File: src/rtl/uart_tx_arbiter.sv
// Round-robin arbiter sharing one UART TX path among N packetised byte streams.
// Optional grant-stall watchdog enabled by defining UART_TX_ARB_TIMEOUT_EN.
module uart_tx_arbiter #(
  parameter int N       = 2,
  parameter int DBIT    = 8,
  parameter int TIMEOUT = 1024
) (
  input  logic              clk,
  input  logic              reset_n,
  input  logic [N-1:0]      req_valid,
  input  logic [N*DBIT-1:0] req_data,
  input  logic [N-1:0]      req_last,
  output logic [N-1:0]      req_ready,
  output logic [N-1:0]      grant,
  output logic              busy,
  output logic              wr_uart,
  output logic [DBIT-1:0]   w_data,
  input  logic              tx_full,
  output logic              timeout_err
);

  localparam int IW = $clog2(N);

  typedef enum logic {
    IDLE  = 1'b0,
    GRANT = 1'b1
  } state_t;

  state_t        state;
  logic [IW-1:0] last_idx;
  logic          in_grant;
  logic          owner_valid;
  logic          owner_last;
  logic [IW-1:0] cand_idx [N];
  logic          pick_valid;
  logic [IW-1:0] pick_idx;
  logic [N-1:0]  pick_onehot;

  if (N < 2 || N > 8 || TIMEOUT < 1) begin : g_bad_param
    $error("uart_tx_arbiter: N must be 2..8 and TIMEOUT >= 1");
  end

  // While granted, last_idx always holds the owner's index.
  assign in_grant    = (state == GRANT);
  assign owner_valid = req_valid[last_idx];
  assign owner_last  = req_last[last_idx];

  assign req_ready = in_grant ? (grant & {N{~tx_full}}) : '0;
  assign wr_uart   = in_grant & owner_valid & ~tx_full;
  assign w_data    = in_grant ? req_data[last_idx*DBIT +: DBIT] : '0;

  // Candidate k is the requester k+1 places after the previous winner.
  for (genvar gi = 0; gi < N; gi++) begin : g_cand
    assign cand_idx[gi] = IW'((int'(last_idx) + gi + 1) % N);
  end

  always_comb begin
    pick_valid  = 1'b0;
    pick_idx    = last_idx;
    pick_onehot = '0;
    for (int k = N - 1; k >= 0; k--) begin
      if (req_valid[cand_idx[k]]) begin
        pick_valid = 1'b1;
        pick_idx   = cand_idx[k];
      end
    end
    pick_onehot[pick_idx] = 1'b1;
  end

`ifdef UART_TX_ARB_TIMEOUT_EN
  localparam int CW = $clog2(TIMEOUT + 1);
  logic [CW-1:0] idle_cnt;
`else
  assign timeout_err = 1'b0;
`endif

  always_ff @(posedge clk or negedge reset_n) begin
    if (!reset_n) begin
      state    <= IDLE;
      grant    <= '0;
      busy     <= 1'b0;
      last_idx <= IW'(N - 1);
`ifdef UART_TX_ARB_TIMEOUT_EN
      idle_cnt    <= '0;
      timeout_err <= 1'b0;
`endif
    end else begin
`ifdef UART_TX_ARB_TIMEOUT_EN
      timeout_err <= 1'b0;
`endif
      case (state)
        IDLE: begin
          if (pick_valid) begin
            state    <= GRANT;
            grant    <= pick_onehot;
            last_idx <= pick_idx;
            busy     <= 1'b1;
          end
`ifdef UART_TX_ARB_TIMEOUT_EN
          idle_cnt <= '0;
`endif
        end
        GRANT: begin
          if (wr_uart && owner_last) begin
            state <= IDLE;
            grant <= '0;
            busy  <= 1'b0;
          end
`ifdef UART_TX_ARB_TIMEOUT_EN
          // Only cycles where the owner offers nothing count toward the stall.
          if (wr_uart) begin
            idle_cnt <= '0;
          end else if (!owner_valid) begin
            if (idle_cnt == CW'(TIMEOUT - 1)) begin
              state       <= IDLE;
              grant       <= '0;
              busy        <= 1'b0;
              idle_cnt    <= '0;
              timeout_err <= 1'b1;
            end else begin
              idle_cnt <= idle_cnt + 1'b1;
            end
          end
`endif
        end
        default: state <= IDLE;
      endcase
    end
  end

endmodule

File: config.mk
export PLATFORM = sky130hd
export DESIGN_NAME = uart_tx_arbiter
export DESIGN_NICKNAME = d
export VERILOG_FILES = /design/src/rtl/uart_tx_arbiter.sv
export SDC_FILE = /design/constraint.sdc
export NUM_CORES = 1
export LEC_CHECK = 0
export ABC_CLOCK_PERIOD_IN_PS = 1230
export BUFFER_PORTS_ARGS = -buffer_cell sky130_fd_sc_hd__buf_4
export CAP_MARGIN = 0
export CORE_AREA = 2 2 39 41
export CTS_BUF_LIST = sky130_fd_sc_hd__clkbuf_4 sky130_fd_sc_hd__clkbuf_8
export DETAILED_ROUTE_END_ITERATION = 8
export DIE_AREA = 0 0 41 43
export MAX_ROUTING_LAYER = met4
export PLACE_DENSITY_LB_ADDON = 0.08
export SLEW_MARGIN = 20
export SYNTH_ARGS = -nofsm -noshare
export SYNTH_HDL_FRONTEND = slang
export SYNTH_SLANG_ARGS = --single-unit
File: constraint.sdc
create_clock -name clk -period 1.23 [get_ports clk]
set_input_delay 0.246 -clock clk [delete_from_list [all_inputs] [get_ports clk]]
set_output_delay 0.246 -clock clk [all_outputs]
set_load 0.01 [all_outputs]
==> flow_summary.toml <==
[run_status]
status = "finished, violations left"
violations = "setup timing"

[timing]
rsz0062_at_grt = "true"
fin_skew_ns = 0.00185
whs_ns = 0.291
hold_violations = 0
setup_viol_count_final = 15
layout_min_cycle_time_ns = 1.61
max_freq_mhz = 622
period_share_pct = 131
fin_ws_ns = -0.377
tns_ns = -4.26
finalMaxSlewViolations = 0

[routing]
firstDrtPassIters = 3
wl_met2_um = 631
avgRoutedWirePerCell_um = 11.4
vias = 465
drc = 0
first_iter_violations = 6
ant_nets = 0
viasPerCell = 4.39
wl_mm = 1.21
top_layer_used = "met3"
met3WireLength_um = 67
m1WireLength_um = 507

[clocking]
root_buffer = "clkbuf_4"
path_clk_slew_ns = 0.05
cts_tree = "done"
clk_path_buf_depth = 2
cts_max_level = 1
clock_latency_ns = 0.24
cts_made_buffers = 3
cts_sinks = 5

[yosys]
avgSynthCellArea_um2 = 9.64
yosysWarningCount = 0
synth_top_cell_area_share_pct = 23.6
synth_cells = 44
synth_nets = 67
ys_types = 19
synth_flop_cell = "dfrtp_1"
synth_edf_count = 0
ys_ff_latch = 5
synth_most_common_cell = "mux2i_1"
synth_top_cells_by_count = "mux2i_1 (10), nor2b_1 (8), nor2_1 (5)"
synthTopCellsByArea = "dfrtp_1 (24%), mux2i_1 (24%), nor2b_1 (12%), dfstp_2 (6.2%), nor4b_4 (5.6%)"
async_flop_share_pct = 100
post-synth-top-area-cell = "dfrtp_1"
synth-seq-area-share_pct = 29.8
syn_area_um2 = 424

[place]
place_congestion = 0.663
placed_area_um2 = 746
portBuffers = 36
dp_hpwl_um = 958

[finish]
diodes = 0
area_growth_pct = 100
drive_above_1_share_pct = 61.1
stdcell_area_um2 = 850
nets = 114

[global_routing]
antenna_found_initial = 0
grt_pass1_wl_mm = 1.89
grt.overflow.total = 0
groute.usage.overall_pct = 15.6
grt_pass1_vias = 453
grt_max_degree = 9

[pwr]
p_switching_mw = 0.609
power.density_mw_per_mm2 = 2080
ir_worst_vdd_mv = 1.14
seq_power_share_pct = 20.0
swShare_pct = 34.4
pwr-share-comb_pct = 68.0
p_leak_nw = 0.439
p_int_mw = 1.16
clockPowerShare_pct = 12.0

[critical_path]
worstPathRequired_ns = 0.98
arrival_ns = 1.36
path_max_fanout = 5
crit_type = "reg2out"
end_kind = "output port"
critPathLaunchType = "flip-flop"

[floorplan]
ioPinCount = 38
die_h_um = 43
die-area_mm2 = 0.00176
die_w_um = 41
initial_utilization_pct = 30.7
core_area_mm2 = 0.00138
rows = 14

[flow_run]
drv_cap = 0

[min_path]
hp-class = "in2reg"
[final cells by class]
| type | instances | area (um2) |
|---|---|---|
| clock buffers | 4 | 30.0 |
| repair buffers | 45 | 372 |
| inverters | 1 | 3.75 |
| flip-flops and latches | 5 | 128 |
| fillers | 134 | 534 |
| multi-input cells | 35 | 297 |
| well taps | 16 | 20.0 |
[logic make-up (layout without fill, tap and decap cells)]
group,count (synthesis),count (layout),synth area share (%)
buf+inv,4,50,5.31
flops,5,5,29.8
other cells,1,1,0.884
simple gates,19,19,30.4
mux,10,10,23.6
compound gates,5,5,10.0
[routing by layer]
metal	vias to the layer above	global-route usage [%]
met5	-	-
met2	11	24.1
met3	0	3.14
met1	213	20.1
li1	241	-
met4	0	4.00
[power groups by stage]
stage	sequential, mW	clock (mW)	combinational [mW]
floorplan	0.334	0	0.539
global placement	0.353	0	1.04
detailed placement	0.353	0	1.04
CTS	0.351	0.216	1.16
global route	0.369	0.228	1.29
finish	0.353	0.213	1.20
[state kept, by name (all words and copies together), names as in the netlist]
| name | flops |
|---|---|
| in_grant | 1 |
| last_idx | 1 |
| grant | 2 |
| busy | 1 |
[worst max-delay path: stages (launching register included)]
cell     delay, ns
dfstp_2       0.59
mux2i_2       0.30
nor3b_1       0.08
buf_4         0.15
[final timing paths]
check	start	end	slack [ns]	cells after the start
setup / recovery	last_idx	wr_uart	-0.38	3
hold / removal	tx_full	in_grant	0.29	3
setup reg to reg	last_idx	grant[1]	-0.33	5
hold reg to reg	busy	busy	0.53	2
max in group asynchronous	reset_n	last_idx	0.69	2
min in group asynchronous	reset_n	busy	0.34	2
[cells in the final DEF (no fill, tap or decap), types with 2 or more instances in the layout]
cell	count
buf_4	38
mux2i_1	8
nor2b_1	8
nor2_1	5
buf_6	5
clkbuf_4	4
dfrtp_1	3
and3b_1	2
[what timing repair did]
item	in CTS	in global routing
endpoints found under the hold margin	5	0
hold buffers	1	0
pin swaps	3	3
gates resized for setup	7	3
gates cloned	0	0
buffers inserted	2	1
endpoints found under the setup margin	15	15
[per-stage QoR]
| stage | std cells | worst slack [ns] | util (%) | total power, mW |
|---|---|---|---|---|
| 2_1_floorplan | 44 | -0.0182 | - | 0.873 |
| 3_3_place_gp | 98 | -0.144 | 53.9 | 1.39 |
| 3_5_place_dp | 98 | -0.159 | 53.9 | 1.39 |
| 4_1_cts | 105 | -0.384 | 59.9 | 1.73 |
| 5_1_grt | 106 | -0.453 | 61.4 | 1.89 |
| 6_report | 106 | -0.377 | 61.4 | 1.77 |
(Power assumes the default switching activity.)
